$ cat src/rtl/clock_enable_sequencer_pkg.sv
// Shared encodings for the clock enable sequencer: command opcodes and FSM states.
package clock_enable_sequencer_pkg;

  typedef enum logic [1:0] {
    OpStop = 2'b00,
    OpRun  = 2'b01,
    OpRunN = 2'b10,
    OpStep = 2'b11
  } cmd_op_e;

  typedef enum logic [1:0] {
    StIdle = 2'b00,
    StRun  = 2'b01,
    StRunN = 2'b10
  } state_e;

endpackage

$ cat src/rtl/clock_enable_sequencer_enable_divider.sv
// Enable divider: produces a pulse every divisor+1 cycles while active.
// The divisor is captured on load and the first pulse follows load immediately.
module enable_divider #(
  parameter int unsigned DIVIDE_WIDTH = 8
) (
  input  logic                    clk_i,
  input  logic                    rst_ni,
  input  logic                    load_i,
  input  logic                    active_i,
  input  logic [DIVIDE_WIDTH-1:0] divisor_i,
  output logic                    pulse_o
);

  logic [DIVIDE_WIDTH-1:0] div_cnt_q, div_cnt_d;
  logic [DIVIDE_WIDTH-1:0] divisor_q, divisor_d;

  assign pulse_o = (div_cnt_q == '0);

  // Next-state: reload after each pulse, otherwise count down.
  always_comb begin
    div_cnt_d = div_cnt_q;
    divisor_d = divisor_q;
    if (load_i) begin
      div_cnt_d = '0;
      divisor_d = divisor_i;
    end else if (active_i) begin
      if (div_cnt_q == '0) begin
        div_cnt_d = divisor_q;
      end else begin
        div_cnt_d = div_cnt_q - DIVIDE_WIDTH'(1);
      end
    end
  end

  // Divider state registers.
  always_ff @(posedge clk_i or negedge rst_ni) begin
    if (!rst_ni) begin
      div_cnt_q <= '0;
      divisor_q <= '0;
    end else begin
      div_cnt_q <= div_cnt_d;
      divisor_q <= divisor_d;
    end
  end

endmodule

$ cat src/rtl/clock_enable_sequencer.sv
// Run/pause/single-step controller gating the clock enable of a downstream datapath.
// Commands arrive on a valid/ready handshake; enable pulses are divided and counted.
module clock_enable_sequencer
  import clock_enable_sequencer_pkg::*;
#(
  parameter int unsigned COUNT_WIDTH  = 32,
  parameter int unsigned DIVIDE_WIDTH = 8
) (
  input  logic                    clock,
  input  logic                    reset_n,
  input  logic                    cmd_valid,
  output logic                    cmd_ready,
  input  logic [1:0]              cmd_op,
  input  logic [COUNT_WIDTH-1:0]  cmd_count,
  input  logic [DIVIDE_WIDTH-1:0] divisor,
  input  logic                    halt,
  output logic                    clock_enable,
  output logic                    running,
  output logic                    done,
  output logic [COUNT_WIDTH-1:0]  cycle
);

  state_e                 state_q, state_d;
  logic [COUNT_WIDTH-1:0] remaining_q, remaining_d;
  logic [COUNT_WIDTH-1:0] cycle_q, cycle_d;
  logic                   done_q, done_d;
  logic                   accept;
  logic                   div_pulse;
  cmd_op_e                op;

  assign op           = cmd_op_e'(cmd_op);
  assign cmd_ready    = (state_q == StIdle);
  assign accept       = cmd_valid & cmd_ready;
  assign running      = (state_q == StRun) | (state_q == StRunN);
  assign clock_enable = running & div_pulse & ((state_q == StRun) | (remaining_q != '0));
  assign done         = done_q;
  assign cycle        = cycle_q;

  enable_divider #(
    .DIVIDE_WIDTH(DIVIDE_WIDTH)
  ) u_enable_divider (
    .clk_i    (clock),
    .rst_ni   (reset_n),
    .load_i   (accept),
    .active_i (running),
    .divisor_i(divisor),
    .pulse_o  (div_pulse)
  );

  // Next-state: command decode, run termination, pulse bookkeeping.
  always_comb begin
    state_d     = state_q;
    remaining_d = remaining_q;
    done_d      = 1'b0;
    cycle_d     = cycle_q;
    if (clock_enable) begin
      cycle_d = cycle_q + COUNT_WIDTH'(1);
    end
    unique case (state_q)
      StIdle: begin
        if (accept) begin
          unique case (op)
            OpRun: state_d = StRun;
            OpRunN: begin
              // A zero count never enters the run state, so done lands one cycle after accept.
              if (cmd_count == '0) begin
                done_d = 1'b1;
              end else begin
                state_d     = StRunN;
                remaining_d = cmd_count;
              end
            end
            OpStep: begin
              state_d     = StRunN;
              remaining_d = COUNT_WIDTH'(1);
            end
            OpStop: ;
          endcase
        end
      end
      StRun: begin
        if (halt) begin
          state_d = StIdle;
          done_d  = 1'b1;
        end
      end
      StRunN: begin
        if (clock_enable) begin
          remaining_d = remaining_q - COUNT_WIDTH'(1);
        end
        if (halt || (remaining_q == '0) ||
            (clock_enable && (remaining_q == COUNT_WIDTH'(1)))) begin
          state_d = StIdle;
          done_d  = 1'b1;
        end
      end
      default: state_d = StIdle;
    endcase
  end

  // Controller state registers.
  always_ff @(posedge clock or negedge reset_n) begin
    if (!reset_n) begin
      state_q     <= StIdle;
      remaining_q <= '0;
      cycle_q     <= '0;
      done_q      <= 1'b0;
    end else begin
      state_q     <= state_d;
      remaining_q <= remaining_d;
      cycle_q     <= cycle_d;
      done_q      <= done_d;
    end
  end

endmodule

$ cat config.mk
export PLATFORM = sky130hd
export DESIGN_NAME = clock_enable_sequencer
export DESIGN_NICKNAME = d
export VERILOG_FILES = /design/src/rtl/clock_enable_sequencer_pkg.sv /design/src/rtl/clock_enable_sequencer_enable_divider.sv /design/src/rtl/clock_enable_sequencer.sv
export SDC_FILE = /design/constraint.sdc
export NUM_CORES = 1
export LEC_CHECK = 0
export ABC_CLOCK_PERIOD_IN_PS = 4350
export BUFFER_PORTS_ARGS = -buffer_cell sky130_fd_sc_hd__buf_4
export CORE_MARGIN = 2
export CORE_UTILIZATION = 55
export DETAILED_ROUTE_END_ITERATION = 6
export HOLD_SLACK_MARGIN = 0.02
export PLACE_DENSITY_LB_ADDON = 0.12
export REMOVE_ABC_BUFFERS = 1
export SKIP_CTS_REPAIR_TIMING = 1
export SLEW_MARGIN = 40
export SYNTH_ARGS = -nofsm -noshare
export SYNTH_HDL_FRONTEND = slang
export SYNTH_HIERARCHICAL = 1
export SYNTH_SLANG_ARGS = --single-unit
$ cat constraint.sdc
create_clock -name clock -period 4.35 [get_ports clock]
set_input_delay 1.0875 -clock clock [delete_from_list [all_inputs] [get_ports clock]]
set_output_delay 1.0875 -clock clock [all_outputs]
set_load 0.02 [all_outputs]
==> results.cfg, run 1 <==
[clock_network]
cts_buffers = 9
clk_latency_ps = 360
cts.path.max_buffers = 2
cts_sinks = 83
cts_tree = built
cts.htree.levels = 3
root_buffer = clkbuf_8
path_clk_slew_ps = 90

[routing]
wirelength_mm = 12.8
firstDrtPassIters = 5
vias = 4541
route.detailed.drc = 0
antenna_left = 0
first_iter_violations = 420
via_per_inst = 6.34
post_drt_wl_per_cell_um = 17.9

[die]
core_sq_um = 8640
rows = 34
die_h_um = 98.1
start_util = 0.564
dieArea_sq_um = 9630
io_pins = 82
die_w_um = 98.1

[final_layout]
n_antenna_cell = 0
drive_gt1_frac = 0.220
fillers = 732
stdcell_count = 716
synthToLayoutAreaGrowth_pct = 17.9
multiInputGateArea_sq_um = 2590
nets = 659
seqCellArea_sq_um = 2080
fin_util = 0.665

[yosys]
syn_inst = 530
synthArstFlopShare = 1.00
yosysTopAreaCellShare = 0.426
synth.cell_area_sq_um = 4870
synthTopCellsByCount = 83 x dfrtp_1, 48 x nand2_1, 42 x a21oi_1
seq_area_frac_synth = 0.426
post-synth-top-count-cell = dfrtp_1
synth_cell_type_count = 70
synth_warnings = 6
yosys_most_used_dff = dfrtp_1
synth_top_cell_by_area = dfrtp_1
ys_ff_latch = 83
avgSynthCellArea_sq_um = 9.20
synthTopCellsByArea = dfrtp_1 43%, a21oi_1 4.3%, nand2_1 3.7%
synth_edf_count = 0

[timing]
layout_min_cycle_time_ps = 3860
worst_pin_slew_ps = 797
fmax_mhz = 259
final.setup_skew_ps = 15.3
report.final.slew_viol_count = 0
fin_ws_ps = 487
relSlewSlack = 0.467
fin_crit_sh = 0.888
setup_viol_count_final = 0
finalHoldViolations = 0
rsz0062_at_grt = no
finalSetupTns_ps = 0

[setup_path]
crit_chain = or4_4 > or4_1 > o41ai_4 > inv_2 > buf_4
path_max_fanout = 10
critPathRequiredTime_ps = 3260
worstSetupPathType = reg -> out
crit_slowest_cell = or4_1
critPathLaunch = remaining_q[10]
end_kind = primary output
r2r_start = remaining_q[10]
cp_slowest_stage_delay_ps = 690
cp.arrival_ps = 2780
start_kind = flip-flop

[status]
status = complete, no violations

[grt]
grt_pass1_vias = 4294
antenna_found_initial = 0
groute.usage.overall = 0.271
grt_max_degree = 65
grt_pass1_wl_mm = 21.2
overflow = 0

[place]
placedCellCount = 700
portBuffers = 81
gp_congestion = 0.910
hpwlAfterDp_mm = 8.99
post-place-ws_ps = 861

[hold_path]
min_from = cycle[31]
hp-class = reg -> reg

[power_and_ir_drop]
peakVddDrop_uv = 426
leakagePower_nw = 2.52
power_density_nw_per_um2 = 565
power_mw = 3.25

[job]
maxCapViolations = 0
-- layer usage --
| metal | vias to the layer above | track usage | share of wire |
|---|---|---|---|
| li1 | 2098 | - | - |
| met1 | 2220 | 0.406 | 0.44 |
| met2 | 204 | 0.410 | 0.47 |
| met3 | 19 | 0.0394 | 0.078 |
| met4 | 0 | 0.0822 | 0.010 |
| met5 | - | 0 | 0 |
-- power breakdown --
group,internal (mW),switching [mW]
Combinational,0.603,0.857
Sequential,1.00,0.264
Clock,0.212,0.306
-- cells in the final DEF (no fill, tap or decap), types with 5 or more instances in the layout --
cell type and instances:
ha_1 10, nor2_1 34, or4_1 6, nand3_1 19
buf_4 89, nor4_1 24, xor2_1 16, o31ai_1 6
a31oi_1 13, nand2b_1 5, nor3_1 17, a32oi_1 9
o21ai_0 29, a41o_1 5, a21o_1 5, nand2_1 48
mux2_2 9, a21oi_1 41, dfrtp_1 83, nand4_1 8
clkbuf_8 9, inv_1 19, xnor2_1 15
-- stage by stage --
stage	hold slack, ps	area [sq um]
3_3_place_gp	458	5560
6_report	486	5750
5_1_grt	511	5750
4_1_cts	490	5740
3_5_place_dp	474	5560
2_1_floorplan	462	4740
-- worst max-delay path: cells and delay by family, from the launching register on --
kind | cells | cell delay (ps)
AND/OR/NAND/NOR | 2 | 1250
buffers and inverters | 2 | 340
AO/OA/AOI/OAI | 1 | 400
flip-flops | 1 | 430
-- cell families (layout without fill, tap and decap cells) --
| kind of cell | Yosys count | in the layout | synth area share |
|---|---|---|---|
| multiplexers | 14 | 14 | 0.0316 |
| XOR/XNOR | 31 | 31 | 0.0557 |
| AO/OA/AOI/OAI | 142 | 142 | 0.193 |
| flip-flops | 83 | 83 | 0.426 |
| AND/OR/NAND/NOR | 201 | 201 | 0.224 |
| buffers and inverters | 49 | 127 | 0.0436 |
| adder cells (fa/ha/maj) | 10 | 10 | 0.0257 |
-- state kept, by name, indices dropped and copies added, names as in the netlist --
signal / cells
remaining_q: 32
u_enable_divider/div_cnt_q: 8
done: 1
state_q: 2
cycle: 32
u_enable_divider/divisor_q: 8
-- worst paths after layout --
check / cells after the start / endpoint / slack (ps)
max in group asynchronous: 2 / cycle[2] / 2930
worst max register to register: 8 / remaining_q[27] / 1020
min in group asynchronous: 1 / remaining_q[26] / 710
worst min register to register: 1 / cycle[31] / 490
worst max-delay path: 5 / clock_enable / 490
worst min-delay path: 1 / cycle[31] / 490
-- cell type report --
cell class	instances	share of cell area
clock inverter	6	0.00871
timing repair buffer	90	0.118
clock buffer	10	0.0222
inverter	21	0.0146
multi-input combinational	398	0.451
tap	108	0.0235
sequential	83	0.361
Power figures use the tool's default switching activity.
==> run 2, diff against run 1 <==
--- a/config.mk
+++ b/config.mk
@@ -5,13 +5,14 @@
 export SDC_FILE = /design/constraint.sdc
 export NUM_CORES = 1
 export LEC_CHECK = 0
+export ABC_AREA = 1
 export ABC_CLOCK_PERIOD_IN_PS = 4350
 export BUFFER_PORTS_ARGS = -buffer_cell sky130_fd_sc_hd__buf_4
 export CORE_MARGIN = 2
 export CORE_UTILIZATION = 55
 export DETAILED_ROUTE_END_ITERATION = 6
 export HOLD_SLACK_MARGIN = 0.02
-export PLACE_DENSITY_LB_ADDON = 0.12
+export PLACE_DENSITY = 0.77
 export REMOVE_ABC_BUFFERS = 1
 export SKIP_CTS_REPAIR_TIMING = 1
 export SLEW_MARGIN = 40
==> run 2 against run 1 <==
Against the previous run:
- synthesized area increased by 16%
- critical path depth increased by 4
- clock skew decreased by 8.8 ps
- core utilization decreased by 0.33 points
- sequential power decreased by 6%
- flip-flop and latch count unchanged
- largest power group unchanged
==> results.cfg, run 2 <==
[final_layout]
synthToLayoutAreaGrowth_pct = 16.0
final_cell_mix = 315 x nand2_1, 136 x nor2_1, 83 x dfrtp_1
n_antenna_cell = 0
drive_gt1_frac = 0.127
nets = 973
fin_util = 0.662
final_common_cell = nand2_1

[timing]
relSlewSlack = 0.453
fin_crit_sh = 0.804
finalSetupTns_ps = 0
worst_pin_slew_ps = 818
setup_viol_count_final = 0
layout_min_cycle_time_ps = 3500
fmax_mhz = 286
final.setup_skew_ps = 6.51
finalHoldViolations = 0
rsz0062_at_grt = no
report.final.slew_viol_count = 0

[grt]
overflow = 0
grt_pass1_vias = 5293
grt_max_degree = 73
groute.usage.overall = 0.280
grt_pass1_wl_mm = 24.9
antenna_found_initial = 0

[yosys]
synthTopCellsByArea = dfrtp_1 37%, nand2_1 21%, nor2_1 9.1%
synthTopCellsByCount = 315 x nand2_1, 136 x nor2_1, 83 x dfrtp_1
synth.cell_area_sq_um = 5630
syn_inst = 841
synth_warnings = 6
synth_top_cell_by_area = dfrtp_1
synth_cell_type_count = 37
synthArstFlopShare = 1.00
synth_edf_count = 0
yosysTopAreaCellShare = 0.369
avgSynthCellArea_sq_um = 6.69
post-synth-top-count-cell = nand2_1
seq_area_frac_synth = 0.369
yosys_most_used_dff = dfrtp_1
ys_ff_latch = 83

[clock_network]
root_buffer = clkbuf_8
cts_buffers = 9
cts.path.max_buffers = 2
clk_latency_ps = 380
cts.htree.levels = 3
path_clk_slew_ps = 80
cts_tree = built
cts_sinks = 83

[power_and_ir_drop]
power_density_nw_per_um2 = 555
peakVddDrop_uv = 373
leakagePower_nw = 3.27

[setup_path]
path_max_fanout = 28
cp.arrival_ps = 2410
end_kind = primary output
start_kind = flip-flop
critPathRequiredTime_ps = 3260
worstSetupPathType = reg -> out

[routing]
wl_met1_mm = 6.63
route.detailed.drc = 0
antenna_left = 0
route.met2.wl_mm = 6.73
vias = 5645
firstDrtPassIters = 6
wl_met3_mm = 1.17
dr.max_layer_used = met4
first_iter_violations = 432
post_drt_wl_per_cell_um = 14.0
wirelength_mm = 14.8
via_per_inst = 5.35

[place]
hpwlAfterDp_mm = 10.9
portBuffers = 81
gp_congestion = 1.02

[die]
dieArea_sq_um = 11100
start_util = 0.571
io_pins = 82
rows = 36
die_h_um = 105
core_sq_um = 9860
die_w_um = 105

[hold_path]
hp-class = reg -> reg

[job]
maxCapViolations = 0

[status]
status = complete, no violations
-- run 2: power breakdown --
part,switching [mW],internal [mW]
Clock,0.292,0.322
Sequential,0.217,0.988
Combinational,1.21,0.599
-- run 2: layout make-up --
cell class	count	area [sq um]
well taps	133	166
clock inverters	5	77.6
clock buffers	11	131
multi-input cells	671	3190
fillers	933	3330
repair buffers	83	627
flip-flops and latches	83	2080
inverters	69	262
-- run 2: worst max-delay path: stages, from the launching register on --
cell and delay (ps):
dfrtp_1 410, inv_1 120, ha_1 210, nand3_4 110, nor2_8 170, nand2_1 60, inv_1 110, nand2_4 190
inv_2 400, buf_4 230
-- run 2: logic make-up after synthesis --
group,synth area share
XOR/XNOR,0.0778
AO/OA/AOI/OAI,0.0620
AND/OR/NAND/NOR,0.405
adder cells (fa/ha/maj),0.0222
flip-flops,0.369
buffers and inverters,0.0645
-- run 2: metal layers --
layer	up-vias	GRT usage
met1	2611	0.379
li1	2786	-
met4	0	0.0886
met2	213	0.440
met3	35	0.0724
met5	-	0
-- run 2: through the flow --
stage                     power (mW)  cell area (sq um)  hold slack (ps)  instances  setup slack [ps]
after global placement          2.93               6320              474       1039              1340
after global routing            3.93               6530              552       1055               657
final                           3.63               6530              499       1055               851
after CTS                       3.61               6530              499       1055               842
after detailed placement        2.99               6320              477       1039              1270
after floorplan                 2.49               5530              453        823              1690
-- run 2: path summary, 6_finish.rpt --
path	from	to	slack, ps	depth (start not counted)
max	u_enable_divider/div_cnt_q[0]	clock_enable	850	9
min	remaining_q[1]	remaining_q[1]	500	2
max reg2reg	state_q[0]	remaining_q[11]	1450	10
min reg2reg	remaining_q[1]	remaining_q[1]	500	2
max in group asynchronous	reset_n	remaining_q[11]	2980	2
min in group asynchronous	reset_n	remaining_q[21]	730	1
==> run 3, diff against run 2 <==
--- a/config.mk
+++ b/config.mk
@@ -5,14 +5,14 @@
 export SDC_FILE = /design/constraint.sdc
 export NUM_CORES = 1
 export LEC_CHECK = 0
-export ABC_AREA = 1
-export ABC_CLOCK_PERIOD_IN_PS = 4350
+export ABC_AREA = 0
+export ABC_CLOCK_PERIOD_IN_PS = 3600
 export BUFFER_PORTS_ARGS = -buffer_cell sky130_fd_sc_hd__buf_4
 export CORE_MARGIN = 2
 export CORE_UTILIZATION = 55
 export DETAILED_ROUTE_END_ITERATION = 6
 export HOLD_SLACK_MARGIN = 0.02
-export PLACE_DENSITY = 0.77
+export PLACE_DENSITY = 0.78
 export REMOVE_ABC_BUFFERS = 1
 export SKIP_CTS_REPAIR_TIMING = 1
 export SLEW_MARGIN = 40
==> constraint.sdc (replaced) <==
create_clock -name clock -period 3.6 [get_ports clock]
set_input_delay 0.9 -clock clock [delete_from_list [all_inputs] [get_ports clock]]
set_output_delay 0.9 -clock clock [all_outputs]
set_load 0.02 [all_outputs]
==> run 3 against run 2 <==
Against the previous run:
- first-iteration DRC count down 10%
- sequential power rose by 28%
- non-clock buffer count grew 12
- cell count fell by 32%
- die area shrank 13%
- largest cell class unchanged
==> results.cfg, run 3 (synthesized netlist as in run 1, its figures left out) <==
[setup_path]
critPathRequiredTime_ps = 2700
path_max_fanout = 7
cp_slowest_stage_delay_ps = 560
path_delay_family = simple AND/OR/NAND/NOR gates
path_buf_inv = 2
critPathLaunch = remaining_q[10]
r2r_start = remaining_q[10]
start_kind = flip-flop
crit_slowest_cell = or4_4
cp.arrival_ps = 2580
end_kind = primary output
worstSetupPathType = reg -> out
crit_chain = or4_4 > or4_1 > o41ai_4 > inv_2 > buf_4
cp.depth = 5
rrSetupSlack_ps = 610
reg2regPathDepth = 8

[timing]
fin_crit_sh = 0.966
fmax_mhz = 288
worst_pin_slew_ps = 710
fin_ws_ps = 123
finalHoldViolations = 0
layout_min_cycle_time_ps = 3480
report.final.slew_viol_count = 0
final.setup_skew_ps = 7.99
setup_viol_count_final = 0
relSlewSlack = 0.527
rsz0062_at_grt = no

[place]
portBuffers = 81
place_area_sq_um = 5610
post-place-ws_ps = 419
placedCellCount = 705
hpwlAfterDp_mm = 9.20
gp_congestion = 0.891

[die]
start_util = 0.564
rows = 34
dieArea_sq_um = 9630
core_sq_um = 8640
die_w_um = 98.1
die_h_um = 98.1
io_pins = 82

[final_layout]
n_antenna_cell = 0
final_cell_mix = 94 x buf_4, 83 x dfrtp_1, 48 x nand2_1
final_area_sq_um = 5790
stdcell_count = 721
drive_gt1_frac = 0.227
final_common_cell = buf_4
synthToLayoutAreaGrowth_pct = 18.7
nets = 664

[power_and_ir_drop]
sw_frac_of_total = 0.441
intPower_mw = 2.22
power_mw = 3.97
power_density_nw_per_um2 = 686
clkPwrFrac = 0.158
p_switching_mw = 1.75
peakVddDrop_uv = 484
power_frac_comb = 0.456
seqPwrFrac = 0.386
leakagePower_nw = 2.56

[routing]
wl_met1_mm = 5.71
post_drt_wl_per_cell_um = 18.3
dr.max_layer_used = met4
vias = 4594
route.detailed.drc = 0
wirelength_mm = 13.2
antenna_left = 0
first_iter_violations = 389
via_per_inst = 6.37
wl_met3_mm = 1.03
firstDrtPassIters = 5
route.met2.wl_mm = 6.19

[clock_network]
clk_latency_ps = 350
cts.htree.levels = 3
path_clk_slew_ps = 90
cts_sinks = 83
cts_tree = built
cts_buffers = 9
root_buffer = clkbuf_8
cts.path.max_buffers = 2

[grt]
overflow = 0
antenna_found_initial = 0
grt_pass1_wl_mm = 21.5
grt_pass1_vias = 4341
groute.usage.overall = 0.274
grt_max_degree = 84

[hold_path]
hold_depth = 1
min_from = cycle[31]
hp-class = reg -> reg

[status]
status = complete, no violations

[job]
maxCapViolations = 0
==> run 3: cell types whose count changed in the layout (fill, tap and decap cells not counted), moves of 13 or more <==
cell and change:
nand2_1 -267, a21oi_1 +27, nand3_1 -34, inv_1 -46
nor2_1 -102, xor2_1 -13, nor4_1 +23
==> run 3: worst paths after layout <==
check / to
max: clock_enable
min: cycle[31]
max reg2reg: remaining_q[8]
min reg2reg: cycle[31]
max in group asynchronous: cycle[12]
min in group asynchronous: remaining_q[17]
==> run 3: metal layers <==
metal / vias up / GRT usage
met5: - / 0
met4: 0 / 0.0959
met3: 34 / 0.0594
met2: 223 / 0.428
met1: 2219 / 0.382
li1: 2118 / -
==> run 3: final cells by class <==
class,instances,area (sq um)
Sequential cell,83,2080
Clock buffer,10,128
Timing Repair Buffer,95,719
Clock inverter,6,50.0
Tap cell,108,135
Fill cell,708,2850
Multi-Input combinational cell,398,2590
Inverter,21,83.8
==> run 3: power by group through the flow <==
stage / Sequential (mW) / Combinational, mW / Clock, mW
3_5_place_dp: 1.53 / 1.77 / 0
5_1_grt: 1.57 / 1.99 / 0.673
6_report: 1.53 / 1.81 / 0.627
4_1_cts: 1.52 / 1.78 / 0.632
3_3_place_gp: 1.52 / 1.70 / 0
2_1_floorplan: 1.47 / 1.22 / 0
==> run 3: through the flow <==
step           TNS [ps]  hold slack, ps   util
2_1_floorplan      -254             462      -
3_3_place_gp          0             458  0.648
3_5_place_dp          0             458  0.649
4_1_cts               0             474  0.670
5_1_grt               0             486  0.670
6_report              0             469  0.670
